===== config.mk =====
export PLATFORM = sky130hd
export DESIGN_NAME = inst_fetch
export DESIGN_NICKNAME = d
export VERILOG_FILES = /design/src/rtl/rv_pkg.sv /design/src/rtl/sync_fifo.sv /design/src/rtl/inst_fetch.sv
export SDC_FILE = /design/constraint.sdc
export NUM_CORES = 1
export LEC_CHECK = 0
export ABC_AREA = 1
export BUFFER_PORTS_ARGS = -buffer_cell sky130_fd_sc_hd__buf_2
export CAP_MARGIN = 10
export CORE_MARGIN = 2
export CORE_UTILIZATION = 54
export DETAILED_ROUTE_END_ITERATION = 8
export GPL_TIMING_DRIVEN = 0
export PLACE_DENSITY_LB_ADDON = 0.12
export SYNTH_ARGS = -nofsm -noshare
export SYNTH_HDL_FRONTEND = slang
export SYNTH_HIERARCHICAL = 1
export SYNTH_SLANG_ARGS = --single-unit

===== constraint.sdc =====
create_clock -name i_clk -period 4.15 [get_ports i_clk]
set_input_delay 0.2075 -clock i_clk [delete_from_list [all_inputs] [get_ports i_clk]]
set_output_delay 0.2075 -clock i_clk [all_outputs]
set_load 0.005 [all_outputs]

===== src/rtl/rv_pkg.sv =====
// Shared RV32 front-end types and constants.
// Latency: n/a (declarations only).
// Backpressure: n/a.
package rv_pkg;

  localparam int XLEN   = 32;
  localparam int INST_W = 32;

  // addi x0, x0, 0 -- presented to decode whenever nothing valid is buffered
  localparam logic [INST_W-1:0] NOP_INST = 32'h0000_0013;

  // One buffered fetch result: the word and the PC it was fetched from
  typedef struct packed {
    logic [XLEN-1:0]   pc;
    logic [INST_W-1:0] inst;
  } fetch_entry_t;

endpackage


===== src/rtl/sync_fifo.sv =====
// Generic synchronous FIFO with flush, occupancy count and empty/full flags.
// Latency: a push is visible at the head the cycle after it is written.
// Backpressure: push while full (without a pop) and pop while empty are ignored; flush wins over both.
module sync_fifo
  import rv_pkg::*;
#(
  parameter int WIDTH = 32,
  parameter int DEPTH = 4
) (
  input  logic                   clk_i,
  input  logic                   rst_n_i,
  input  logic                   flush_i,
  input  logic                   push_i,
  input  logic                   pop_i,
  input  logic [WIDTH-1:0]       wdata_i,
  output logic [WIDTH-1:0]       rdata_o,
  output logic [$clog2(DEPTH):0] count_o,
  output logic                   empty_o,
  output logic                   full_o
);

  localparam int AW = $clog2(DEPTH);
  localparam int CW = AW + 1;

  logic [WIDTH-1:0] mem_q [DEPTH];
  logic [AW-1:0]    wr_ptr_q, wr_ptr_d, rd_ptr_q, rd_ptr_d;
  logic [CW-1:0]    count_q, count_d;
  logic             do_push, do_pop;

  // Qualify push/pop against occupancy and compute next pointers and count
  always_comb begin
    do_pop   = pop_i && (count_q != '0);
    do_push  = push_i && ((count_q != CW'(DEPTH)) || do_pop);
    wr_ptr_d = wr_ptr_q;
    rd_ptr_d = rd_ptr_q;
    count_d  = count_q;
    if (flush_i) begin
      wr_ptr_d = '0;
      rd_ptr_d = '0;
      count_d  = '0;
    end else begin
      if (do_push) wr_ptr_d = wr_ptr_q + 1'b1;
      if (do_pop)  rd_ptr_d = rd_ptr_q + 1'b1;
      count_d = count_q + CW'(do_push) - CW'(do_pop);
    end
  end

  // Pointer and count registers
  always_ff @(posedge clk_i or negedge rst_n_i) begin
    if (!rst_n_i) begin
      wr_ptr_q <= '0;
      rd_ptr_q <= '0;
      count_q  <= '0;
    end else begin
      wr_ptr_q <= wr_ptr_d;
      rd_ptr_q <= rd_ptr_d;
      count_q  <= count_d;
    end
  end

  // Storage needs no reset: contents are only read while the count says they are live
  always_ff @(posedge clk_i) begin
    if (do_push && !flush_i) mem_q[wr_ptr_q] <= wdata_i;
  end

  assign rdata_o = mem_q[rd_ptr_q];
  assign count_o = count_q;
  assign empty_o = (count_q == '0);
  assign full_o  = (count_q == CW'(DEPTH));

endmodule


===== src/rtl/inst_fetch.sv =====
// Instruction fetch: owns the PC, issues imem word requests, buffers {pc, inst} pairs for decode.
// Latency: grant at t with response at t+k gives o_inst_valid at t+k+1; one instruction/cycle sustained.
// Backpressure: a request is raised only while outstanding + buffered < FIFO_DEPTH (registered terms), so the buffer never overflows.
module inst_fetch
  import rv_pkg::*;
#(
  parameter logic [XLEN-1:0] RESET_PC   = 32'h0000_0000,
  parameter int              FIFO_DEPTH = 4
) (
  input  logic              i_clk,
  input  logic              i_rst_n,
  output logic              o_imem_req,
  output logic [XLEN-1:0]   o_imem_addr,
  input  logic              i_imem_gnt,
  input  logic              i_imem_rvalid,
  input  logic [INST_W-1:0] i_imem_rdata,
  input  logic              i_redirect,
  input  logic [XLEN-1:0]   i_redirect_pc,
  output logic              o_inst_valid,
  output logic [INST_W-1:0] o_inst_data,
  output logic [XLEN-1:0]   o_inst_pc,
  input  logic              i_inst_ready
);

  localparam int CW = $clog2(FIFO_DEPTH) + 1;

  logic [XLEN-1:0] pc_q, pc_d;
  logic [CW-1:0]   outst_q, outst_d;
  logic [CW-1:0]   kill_q, kill_d;
  logic [CW-1:0]   ibuf_cnt, addr_cnt;
  logic [CW:0]     credit_sum;
  logic            ibuf_empty, ibuf_full, addr_empty, addr_full;
  logic [XLEN-1:0] rsp_pc;
  fetch_entry_t    ibuf_wdata, ibuf_head;
  logic            fire, rsp, ibuf_push, ibuf_pop;
  logic            unused_fifo_status;

  // Credit check uses registered counts only, so a same-cycle pop does not free a slot
  assign credit_sum  = {1'b0, outst_q} + {1'b0, ibuf_cnt};
  assign o_imem_req  = (credit_sum < (CW+1)'(FIFO_DEPTH));
  assign o_imem_addr = pc_q;

  assign fire = o_imem_req && i_imem_gnt;
  // A response with nothing outstanding is a protocol error and is ignored
  assign rsp  = i_imem_rvalid && (outst_q != '0);

  assign ibuf_push  = rsp && (kill_q == '0) && !i_redirect;
  assign ibuf_pop   = !ibuf_empty && i_inst_ready && !i_redirect;
  assign ibuf_wdata = '{pc: rsp_pc, inst: i_imem_rdata};

  // Next PC, outstanding count and discard count
  always_comb begin
    pc_d    = pc_q;
    outst_d = outst_q + CW'(fire) - CW'(rsp);
    kill_d  = kill_q;
    if (i_redirect) begin
      pc_d   = i_redirect_pc;
      // outst already includes responses marked for discard, so after a redirect
      // everything still in flight (incl. a grant taken this cycle) is to be dropped
      kill_d = outst_d;
    end else begin
      if (fire) pc_d = pc_q + 32'd4;
      if (rsp && (kill_q != '0)) kill_d = kill_q - 1'b1;
    end
  end

  // Fetch state registers
  always_ff @(posedge i_clk or negedge i_rst_n) begin
    if (!i_rst_n) begin
      pc_q    <= RESET_PC;
      outst_q <= '0;
      kill_q  <= '0;
    end else begin
      pc_q    <= pc_d;
      outst_q <= outst_d;
      kill_q  <= kill_d;
    end
  end

  // PC of every granted request, popped in order as responses return
  sync_fifo #(.WIDTH(XLEN), .DEPTH(FIFO_DEPTH)) u_addr_q (
    .clk_i   (i_clk),
    .rst_n_i (i_rst_n),
    .flush_i (1'b0),
    .push_i  (fire),
    .pop_i   (rsp),
    .wdata_i (pc_q),
    .rdata_o (rsp_pc),
    .count_o (addr_cnt),
    .empty_o (addr_empty),
    .full_o  (addr_full)
  );

  // Returned instructions awaiting decode; a redirect empties it
  sync_fifo #(.WIDTH($bits(fetch_entry_t)), .DEPTH(FIFO_DEPTH)) u_ibuf (
    .clk_i   (i_clk),
    .rst_n_i (i_rst_n),
    .flush_i (i_redirect),
    .push_i  (ibuf_push),
    .pop_i   (ibuf_pop),
    .wdata_i (ibuf_wdata),
    .rdata_o (ibuf_head),
    .count_o (ibuf_cnt),
    .empty_o (ibuf_empty),
    .full_o  (ibuf_full)
  );

  // Address-queue occupancy mirrors outst_q and the credit rule keeps both FIFOs from overfilling
  assign unused_fifo_status = ^{addr_empty, addr_full, ibuf_full, addr_cnt};

  assign o_inst_valid = !ibuf_empty;
  assign o_inst_data  = ibuf_empty ? NOP_INST : ibuf_head.inst;
  assign o_inst_pc    = ibuf_empty ? '0 : ibuf_head.pc;

endmodule


# == Word level (Yosys, flattened, before mapping) ==
# Memories as Yosys holds them, arrays and structs flattened.
# Cells that the tools add are included.
# classes
reduce_logical,26
n_eq_ne,2
magnitude_cmp,1
muxes,15
n_addsub,13
# ops
operator,count
2-to-1 mux 32 bit,4
adder 32 x 3 -> 32 bit (second input constant),1
logical AND 1 bit,12
nonzero test 3 bit,4
adder 3 x 1 -> 3 bit,3
2-to-1 mux 3 bit,3
subtractor 3 x 1 -> 3 bit,3
adder 2 x 1 -> 2 bit (second input constant),4
2-to-1 mux 2 bit,4
nonzero test 2 bit,4
zero test 3 bit,2
inequality test 3 bit (second input constant),2
adder 3 x 3 -> 4 bit,1
< comparator 4 x 3 -> 1 bit (second input constant),1
2-to-1 mux 1 bit,4
subtractor 3 x 1 -> 3 bit (second input constant),1
zero test 1 bit,2
logical OR 1 bit,2
# word_totals
input_bits,70
regBits,52
wordCells,68
ramBits,384
n_memories,2
out_inout_bits,98
# mem_list
name,depth,width,read_ports,rd_ports_with_merged_regs,wr,line,source
u_ibuf.mem_q,4,64,1,0,1,sync_fifo.sv:25,logic [WIDTH-1:0] mem_q [DEPTH];
u_addr_q.mem_q,4,32,1,0,1,sync_fifo.sv:25,

# == Longest topological paths before layout ==
# Gate-level depths: netlist of run 1.
# depth
ltp_word,10
ltp_mapped,15
mapped_depth_nobuf,14

# == Modules after synthesis ==
# The synthesis of run 1 kept the hierarchy.
# modules_own_cells
mod,seq_area_each_um2,n_inst,area_per_inst_um2,cells_each
sync_fifo at u_ibuf,7862.5,1,9948.3,681
sync_fifo at u_addr_q,4018.9,1,5228.8,373
inst_fetch,950.9,1,3259.4,548

# == Least setup slack after synthesis of run 1 ==
# Ideal clock, no wire load.
# synth_timing
kind,register -> register
startpoint,register outst_q[1]
endpoint,memory u_ibuf/mem_q[0][0] (netlist bit) (enable)
arrival_ns,4.076
path_buffers,0
stages_incl_launch_ff,7
required_ns,3.663
path_slack_ns,-0.413
setup_time_ns,0.487
period_less_slack_ns,4.563
path_cell_list,dfrtp_1 > nor2_1 > a21boi_0 > nand2_1 > nor2_1 > nand3_1 > nor2_1
# synth_between
elab_chain_cells,8
# synth_rtl
element,line,source
from (decl),inst_fetch.sv:28,"logic [CW-1:0] outst_q, outst_d;"
from (signal assigned),inst_fetch.sv:75,outst_q <= outst_d;
nonzero test 3 bit,inst_fetch.sv:45,assign rsp = i_imem_rvalid && (outst_q != '0);
logical AND 1 bit,inst_fetch.sv:45,
net rsp,inst_fetch.sv:35,"logic fire, rsp, ibuf_push, ibuf_pop;"
logical AND 1 bit (2 in a row),inst_fetch.sv:47,assign ibuf_push = rsp && (kill_q == '0) && !i_redirect;
net ibuf_push,inst_fetch.sv:35,
logical AND 1 bit,sync_fifo.sv:33,do_push = push_i && ((count_q != CW'(DEPTH)) || do_pop);
logical AND 1 bit,sync_fifo.sv:63,if (do_push && !flush_i) mem_q[wr_ptr_q] <= wdata_i;
2-to-1 mux 1 bit,sync_fifo.sv:63,
2-to-1 mux 1 bit (implied by the code),sync_fifo.sv:63,
to (decl),sync_fifo.sv:25,
# The timed path passes the listed nets, and every way through them passes these cells.

# == Final worst setup path of run 1 ==
# layout_timing
startpoint,"register u_ibuf.count_q[1], in the netlist u_ibuf/count_o[1]"
endpoint,memory u_ibuf/mem_q[0][26] (netlist bit) (enable)
# layout_between
elab_chain_cells,10
word_cells_on_any_way,12
classes_between,eq/ne: 1; mux: 2; reduce/logical: 9
# layout_rtl
element,line,source
from (decl),sync_fifo.sv:27,"logic [CW-1:0] count_q, count_d;"
from (signal assigned),sync_fifo.sv:57,count_q <= count_d;
zero test 3 bit,sync_fifo.sv:68,assign empty_o = (count_q == '0);
net ibuf_empty,inst_fetch.sv:32,"logic ibuf_empty, ibuf_full, addr_empty, addr_full;"
zero test 1 bit,inst_fetch.sv:48,assign ibuf_pop = !ibuf_empty && i_inst_ready && !i_redirect;
logical AND 1 bit (2 in a row),inst_fetch.sv:48,
net ibuf_pop,inst_fetch.sv:35,
logical AND 1 bit,sync_fifo.sv:32,do_pop = pop_i && (count_q != '0);
logical OR 1 bit,sync_fifo.sv:33,
logical AND 1 bit,sync_fifo.sv:33,
logical AND 1 bit,sync_fifo.sv:63,
2-to-1 mux 1 bit,sync_fifo.sv:63,
2-to-1 mux 1 bit (implied by the code),sync_fifo.sv:63,
# The timed path passes the listed nets, and every way through them passes these cells.

==> results of run 1 <==
[layout by cell type, fill, tap and decap left out, types with 8 or more instances in the layout]
| master | instances |
|---|---|
| sky130_fd_sc_hd__nor2_1 | 302 |
| sky130_fd_sc_hd__dfrtp_1 | 52 |
| sky130_fd_sc_hd__dlygate4sd3_1 | 66 |
| sky130_fd_sc_hd__o21ai_1 | 68 |
| sky130_fd_sc_hd__buf_2 | 188 |
| sky130_fd_sc_hd__buf_12 | 11 |
| sky130_fd_sc_hd__clkbuf_16 | 44 |
| sky130_fd_sc_hd__o22ai_1 | 96 |
| sky130_fd_sc_hd__ha_1 | 17 |
| sky130_fd_sc_hd__nor2_4 | 15 |
| sky130_fd_sc_hd__clkinv_1 | 9 |
| sky130_fd_sc_hd__buf_6 | 17 |
| sky130_fd_sc_hd__nand4_1 | 8 |
| sky130_fd_sc_hd__nand3_1 | 70 |
| sky130_fd_sc_hd__clkbuf_1 | 34 |
| sky130_fd_sc_hd__buf_4 | 10 |
| sky130_fd_sc_hd__clkinv_2 | 8 |
| sky130_fd_sc_hd__o21ai_0 | 142 |
| sky130_fd_sc_hd__nand2_1 | 180 |
| sky130_fd_sc_hd__edfxtp_1 | 384 |
| sky130_fd_sc_hd__inv_1 | 132 |
[through the flow]
step | setup WS [ps] | setup TNS (ps) | hold WS [ps] | cell area, um^2
global route | 322 | 0 | 53.0 | 22300
CTS | 599 | 0 | 14.8 | 22300
detailed placement | 625 | 0 | 232 | 20200
floorplan | -413 | -105690 | -88.1 | 18400
global placement | -3140 | -798820 | 413 | 19800
finish | 586 | 0 | 28.0 | 22300
[cell type report]
| type | count | area (um^2) |
|---|---|---|
| Buffer | 77 | 484 |
| Clock buffer | 55 | 1170 |
| Clock inverter | 25 | 267 |
| Fill cell | 2547 | 11300 |
| Inverter | 142 | 536 |
| Multi-Input combinational cell | 946 | 4640 |
| Sequential cell | 436 | 12800 |
| Tap cell | 448 | 561 |
| Timing Repair Buffer | 246 | 1770 |
[final timing paths]
check	start	to	slack, ps	cells past startpoint
setup / recovery	u_ibuf/count_o[1]$_DFF_PN0_	u_ibuf/mem_q[0][26]$_DFFE_PP_	590	11
hold reg to reg	u_ibuf/wr_ptr_q[1]$_DFFE_PN0P_	u_ibuf/wr_ptr_q[1]$_DFFE_PN0P_	560	2
setup reg to reg	u_ibuf/count_o[1]$_DFF_PN0_	u_ibuf/mem_q[0][26]$_DFFE_PP_	590	11
min in group asynchronous	i_rst_n	u_ibuf/rd_ptr_q[1]$_DFFE_PN0P_	190	2
hold / removal	i_imem_rvalid	kill_q[2]$_DFFE_PN0P_	30	4
max in group asynchronous	i_rst_n	o_imem_addr[0]$_DFFE_PN0P_	3350	3
[metal layers]
layer,vias up,global-route usage
met5,-,0
met4,0,0.0766
met3,75,0.0305
met2,465,0.414
met1,6060,0.324
li1,6167,-
[flip-flops by register name, summed over array words and instances, names as in the netlist]
register	flops
u_ibuf/count_o	3
u_addr_q/mem_q	128
kill_q	3
u_addr_q/rd_ptr_q	2
u_ibuf/mem_q	256
u_ibuf/rd_ptr_q	2
o_imem_addr	32
u_ibuf/wr_ptr_q	2
u_addr_q/count_o	3
outst_q	3
u_addr_q/wr_ptr_q	2
[worst max-delay path, stage by stage (launching register included)]
cell	delay (ps)
sky130_fd_sc_hd__dfrtp_1	460
sky130_fd_sc_hd__nor2_1	110
sky130_fd_sc_hd__nand2_1	190
sky130_fd_sc_hd__inv_1	130
sky130_fd_sc_hd__clkbuf_1	400
sky130_fd_sc_hd__nor2_1	410
sky130_fd_sc_hd__inv_1	90
sky130_fd_sc_hd__nand3_1	170
sky130_fd_sc_hd__nand3_1	330
sky130_fd_sc_hd__nor2_4	410
sky130_fd_sc_hd__buf_12	270
sky130_fd_sc_hd__buf_12	240
[repair_timing]
| action | CTS | global route |
|---|---|---|
| buffers inserted | 0 | 0 |
| hold buffers | 66 | 0 |
| hold endpoints to repair | 179 | 0 |
[report_power, final]
group / total [mW] / switching [mW] / internal, mW / leakage (nW)
clock network: 3.92 / 1.60 / 2.32 / 0.706
logic: 1.82 / 1.18 / 0.636 / 3.89
registers: 5.53 / 0.261 / 5.27 / 4.12
total: 11.3 / 3.04 / 8.22 / 8.71
==> reports/qor.log, run 1 <==
[routing] Via-to-Cell Ratio 5.38
[global_route] largest net degree at the start of global routing 36
[routing] number of search-and-repair iterations in the first detailed-routing pass 5
[setup_path] maximum fanout along the worst path 29
[synthesis] number of standard cells after synthesis 1599
[global_route] wire length of the first global-routing pass 66600 um
[synthesis] syn_area_per_cell 11.5 um^2
[floorplanning] I/O pin count 168
[finish] area growth from synthesis to layout 20.8%
[floorplanning] area of the core region 33500 um^2
[floorplanning] area enclosed by the die boundary 35600 um^2
[timing] Post-Route Skew 9.80 ps
[pwr] leakage component of the power 8.71 nW
[timing] number of slew-limit violations in the final report 0
[floorplanning] # rows 67
[global_route] total grt overflow 0
[routing] detailed-route DRC error count 0
[timing] setup repair after global routing missed its margin no
[setup_path] kind of end point of the critical path flop
[timing] Max Freq 281 MHz
[routing] number of vias after detailed routing 12800
[clock_tree] Worst-Skew Late Latency 530 ps
[clock_tree] Resized Gates After CTS 0
[timing] ratio of final minimum period to clock period 0.859
[clock_tree] clock transition at the register clock pins on the worst setup and hold paths after CTS 60 ps
[timing] relative slew slack 0.426
[routing] total length of routed met2 wires 21200 um
[setup_path] launching element type of the critical path flop
[hold_path] path type of the worst min-delay path primary input to flop
[routing] DR top layer met4
[clock_tree] CTS H-tree lvls 2
[setup_path] type of the worst setup path flop to flop
[pwr] worst IR drop on VDD 0.359 mV
[global_route] via count of the first global-routing pass 12400
[clock_tree] number of clock sinks seen by CTS 436
[placement] placed insts 2229
[synthesis] netlist area before placement 18400 um^2
[clock_tree] clock tree from TritonCTS done
[timing] final critical path time including I/O delays and setup 3560 ps
[setup_path] required time reported for the critical path endpoint 4370 ps
[clock_tree] Longest Clk Path Bufs 3
[timing] Final Hold Vio Count 0
[floorplanning] width of the die 189 um
[timing] # setup viols final 0
[setup_path] Data arrival, critical path 3780 ps
[routing] wire length per cell 18.1 um
[finish] non-filler cells in the finished layout 2375
[finish] antenna cell count 0
[global_route] number of antenna violations at the first check in global routing 0
[synthesis] synthesis warning total 6
[placement] detailed placement HPWL 28000 um
[finish] share of post-route cells with drive strength above 1 0.175
[routing] sum of routed wire segments on met1 18100 um
[routing] Detail Route met3 WL 2770 um
[finish] utilization of the core after routing 0.664
[clock_tree] cell chosen for the clock root sky130_fd_sc_hd__clkbuf_16
[floorplanning] starting density of the core 0.549
[run_status] status completed
[pwr] post-layout power 11.3 mW
[routing] Total Routed Length 43100 um
[floorplanning] Chip Height 189 um
[pwr] power density of the placed cells 506 nW/um^2
[placement] GP Congestion 0.818
[routing] Detail Route Antenna Nets 0
[flow_run] max_cap viols 0
[routing] Iter 0 DRT Violations 923
[global_route] total global-route track usage 0.242
[finish] Final #Nets 1983
[clock_tree] total clock buffers created by CTS 44
[placement] quantity of I/O buffers inserted on ports 167
[timing] slew at the pin closest to its max-slew limit 861 ps
Power figures use the tool's default switching activity.
==> run 2: changes to the inputs <==
--- a/config.mk
+++ b/config.mk
@@ -12,7 +12,7 @@
 export CORE_UTILIZATION = 54
 export DETAILED_ROUTE_END_ITERATION = 8
 export GPL_TIMING_DRIVEN = 0
-export PLACE_DENSITY_LB_ADDON = 0.12
+export PLACE_DENSITY = 0.81
 export SYNTH_ARGS = -nofsm -noshare
 export SYNTH_HDL_FRONTEND = slang
 export SYNTH_HIERARCHICAL = 1
==> run 2 against run 1 <==
  * Final area down 0.50%
  * Setup slack worse by 200 ps
  * Non-clock buffer count unchanged
  * Highest routed layer unchanged
  * Critical path type unchanged
  * Hold slack worse by 4.8 ps
  * Critical endpoint is now u_ibuf/mem_q[3][29]$_DFFE_PP_
  * Die area unchanged
==> reports/qor.log, run 2 (synthesis results as in run 1) <==
[run_status] status completed [unchanged]
[flow_run] max_cap viols 0 [unchanged]
[finish] largest register by flop count u_ibuf/mem_q [unchanged]
[finish] Layout fillers 2314 [was 2547]
[clock_tree] CTS H-tree lvls 2 [unchanged]
[global_route] largest net degree at the start of global routing 38 [was 36]
[finish] area growth from synthesis to layout 20.2% [was 20.8%]
[routing] Total Routed Length 44800 um [was 43100 um]
[finish] Final #Nets 1981 [was 1983]
[global_route] total grt overflow 0 [unchanged]
[routing] number of vias after detailed routing 13400 [was 12800]
[timing] Max Freq 265 MHz [was 281 MHz]
[floorplanning] area enclosed by the die boundary 35600 um^2 [unchanged]
[pwr] worst IR drop on VDD 0.323 mV [was 0.359 mV]
[global_route] via count of the first global-routing pass 13300 [was 12400]
[routing] Detail Route Antenna Nets 0 [unchanged]
[hold_path] path type of the worst min-delay path primary input to flop [unchanged]
[finish] share of post-route cells with drive strength above 1 0.174 [was 0.175]
[clock_tree] Longest Clk Path Bufs 3 [unchanged]
[clock_tree] cell chosen for the clock root sky130_fd_sc_hd__clkbuf_16 [unchanged]
[pwr] part of the power in the clock network 0.328 [was 0.348]
[pwr] Gate power share 0.168 [was 0.161]
[floorplanning] width of the die 189 um [unchanged]
[timing] slew at the pin closest to its max-slew limit 797 ps [was 861 ps]
[timing] setup total negative slack 0 ps [unchanged]
[clock_tree] Worst-Skew Late Latency 530 ps [about the same]
[finish] cell area after layout 22200 um^2 [was 22300 um^2]
[setup_path] launching element type of the critical path flop [unchanged]
[clock_tree] clock transition at the register clock pins on the worst setup and hold paths after CTS 70 ps [was 60 ps]
[global_route] number of antenna violations at the first check in global routing 0 [unchanged]
[timing] Post-Route Skew 10.7 ps [was 9.80 ps]
[setup_path] maximum fanout along the worst path 29 [unchanged]
[pwr] switching component of the power 3.04 mW [about the same]
[clock_tree] total clock buffers created by CTS 42 [was 44]
[timing] final critical path time including I/O delays and setup 3770 ps [was 3560 ps]
[floorplanning] Chip Height 189 um [unchanged]
[global_route] total global-route track usage 0.251 [was 0.242]
[finish] max reg flops 256 [unchanged]
[setup_path] Data arrival, critical path 3980 ps [was 3780 ps]
[timing] ratio of final minimum period to clock period 0.908 [was 0.859]
[placement] detailed placement HPWL 29100 um [was 28000 um]
[floorplanning] starting density of the core 0.549 [unchanged]
[routing] Via-to-Cell Ratio 5.63 [was 5.38]
[floorplanning] # rows 67 [unchanged]
[pwr] leakage component of the power 8.64 nW [was 8.71 nW]
[pwr] sequential fraction of design power 0.505 [was 0.491]
[placement] GP Congestion 0.896 [was 0.818]
[timing] Final Hold Vio Count 0 [unchanged]
[routing] detailed-route DRC error count 0 [unchanged]
[setup_path] required time reported for the critical path endpoint 4360 ps [was 4370 ps]
[routing] Iter 0 DRT Violations 1244 [was 923]
[timing] # setup viols final 0 [unchanged]
[timing] number of slew-limit violations in the final report 0 [unchanged]
[routing] number of search-and-repair iterations in the first detailed-routing pass 5 [unchanged]
[clock_tree] clock tree from TritonCTS done [unchanged]
[pwr] power density of the placed cells 496 nW/um^2 [was 506 nW/um^2]
[clock_tree] number of clock sinks seen by CTS 436 [unchanged]
[floorplanning] area of the core region 33500 um^2 [unchanged]
[global_route] wire length of the first global-routing pass 69600 um [was 66600 um]
[placement] cell area after placement 20200 um^2 [about the same]
[setup_path] kind of end point of the critical path flop [unchanged]
[floorplanning] I/O pin count 168 [unchanged]
[timing] relative slew slack 0.464 [was 0.426]
[placement] quantity of I/O buffers inserted on ports 167 [unchanged]
[finish] most frequent standard cell in the layout excluding fill and tap cells sky130_fd_sc_hd__edfxtp_1 [unchanged]
[timing] setup repair after global routing missed its margin no [unchanged]
[routing] wire length per cell 18.9 um [was 18.1 um]
[pwr] switching power as a share of total power 0.277 [was 0.270]
[finish] commonest cells after routing, fill and taps aside sky130_fd_sc_hd__edfxtp_1, sky130_fd_sc_hd__nor2_1, sky130_fd_sc_hd__buf_2 [unchanged]
[finish] antenna cell count 0 [unchanged]
[setup_path] type of the worst setup path flop to flop [unchanged]
[pwr] Int Power 7.95 mW [was 8.22 mW]
[run 2: critical path: stages, from the launching register on]
cell                       delay, ps
sky130_fd_sc_hd__dfrtp_1         460
sky130_fd_sc_hd__nor2_1          110
sky130_fd_sc_hd__nand2_1         210
sky130_fd_sc_hd__inv_1           130
sky130_fd_sc_hd__clkbuf_1        380
sky130_fd_sc_hd__nor2_1          400
sky130_fd_sc_hd__inv_1            90
sky130_fd_sc_hd__nand3_1         180
sky130_fd_sc_hd__nand3_1         330
sky130_fd_sc_hd__nor2_4          660
sky130_fd_sc_hd__buf_16          250
sky130_fd_sc_hd__buf_12          220
[run 2: through the flow]
stage / worst slack [ps] / hold slack (ps) / std cells / util / power, mW
global route: 90.7 / 39.3 / 2372 / 0.661 / 11.4
detailed placement: 421 / 184 / 2229 / 0.602 / 7.38
floorplan: -413 / -88.1 / 1601 / - / 6.63
global placement: -2940 / 418 / 2216 / 0.591 / 7.24
CTS: 381 / 10.6 / 2372 / 0.661 / 11.0
finish: 383 / 23.1 / 2372 / 0.661 / 11.0
[run 2: worst paths after layout]
kind / depth (start not counted) / startpoint / end / slack, ps
worst max-delay path: 11 / u_ibuf/count_o[1]$_DFF_PN0_ / u_ibuf/mem_q[3][29]$_DFFE_PP_ / 380
worst min-delay path: 4 / i_imem_rvalid / kill_q[2]$_DFFE_PN0P_ / 20
worst max register to register: 11 / u_ibuf/count_o[1]$_DFF_PN0_ / u_ibuf/mem_q[3][29]$_DFFE_PP_ / 380
worst min register to register: 2 / kill_q[2]$_DFFE_PN0P_ / kill_q[2]$_DFFE_PN0P_ / 560
max in group asynchronous: 3 / i_rst_n / o_imem_addr[5]$_DFFE_PN0N_ / 3420
min in group asynchronous: 2 / i_rst_n / kill_q[2]$_DFFE_PN0P_ / 150
[run 2: timing repair]
action                                  4_1_cts  5_1_grt
setup buffers                                 0        0
endpoints found under the hold margin       177        0
hold buffers                                 66        0
gates resized for setup                       0        0
endpoints found under the setup margin        0        0
[run 2: power by group through the flow]
stage | clock, mW | sequential [mW] | combinational [mW]
6_report | 3.60 | 5.54 | 1.84
5_1_grt | 3.82 | 5.57 | 2.05
4_1_cts | 3.65 | 5.53 | 1.82
3_5_place_dp | 0 | 5.62 | 1.76
3_3_place_gp | 0 | 5.61 | 1.63
2_1_floorplan | 0 | 5.54 | 1.10
[run 2: metal layers]
metal	vias to the layer above	wire length, um	GRT usage
li1	6151	-	-
met1	6377	17000	0.323
met2	739	22900	0.444
met3	93	3690	0.0276
met4	0	1180	0.0844
met5	-	0	0
[run 2: layout make-up]
cell class	count	area, um^2	area share
timing repair buffer	246	1800	0.0813
clock buffer	58	1160	0.0525
sequential	436	12800	0.579
inverter	142	536	0.0242
tap	448	561	0.0253
clock inverter	19	136	0.00616
multi-input combinational	946	4640	0.209
buffer	77	484	0.0219
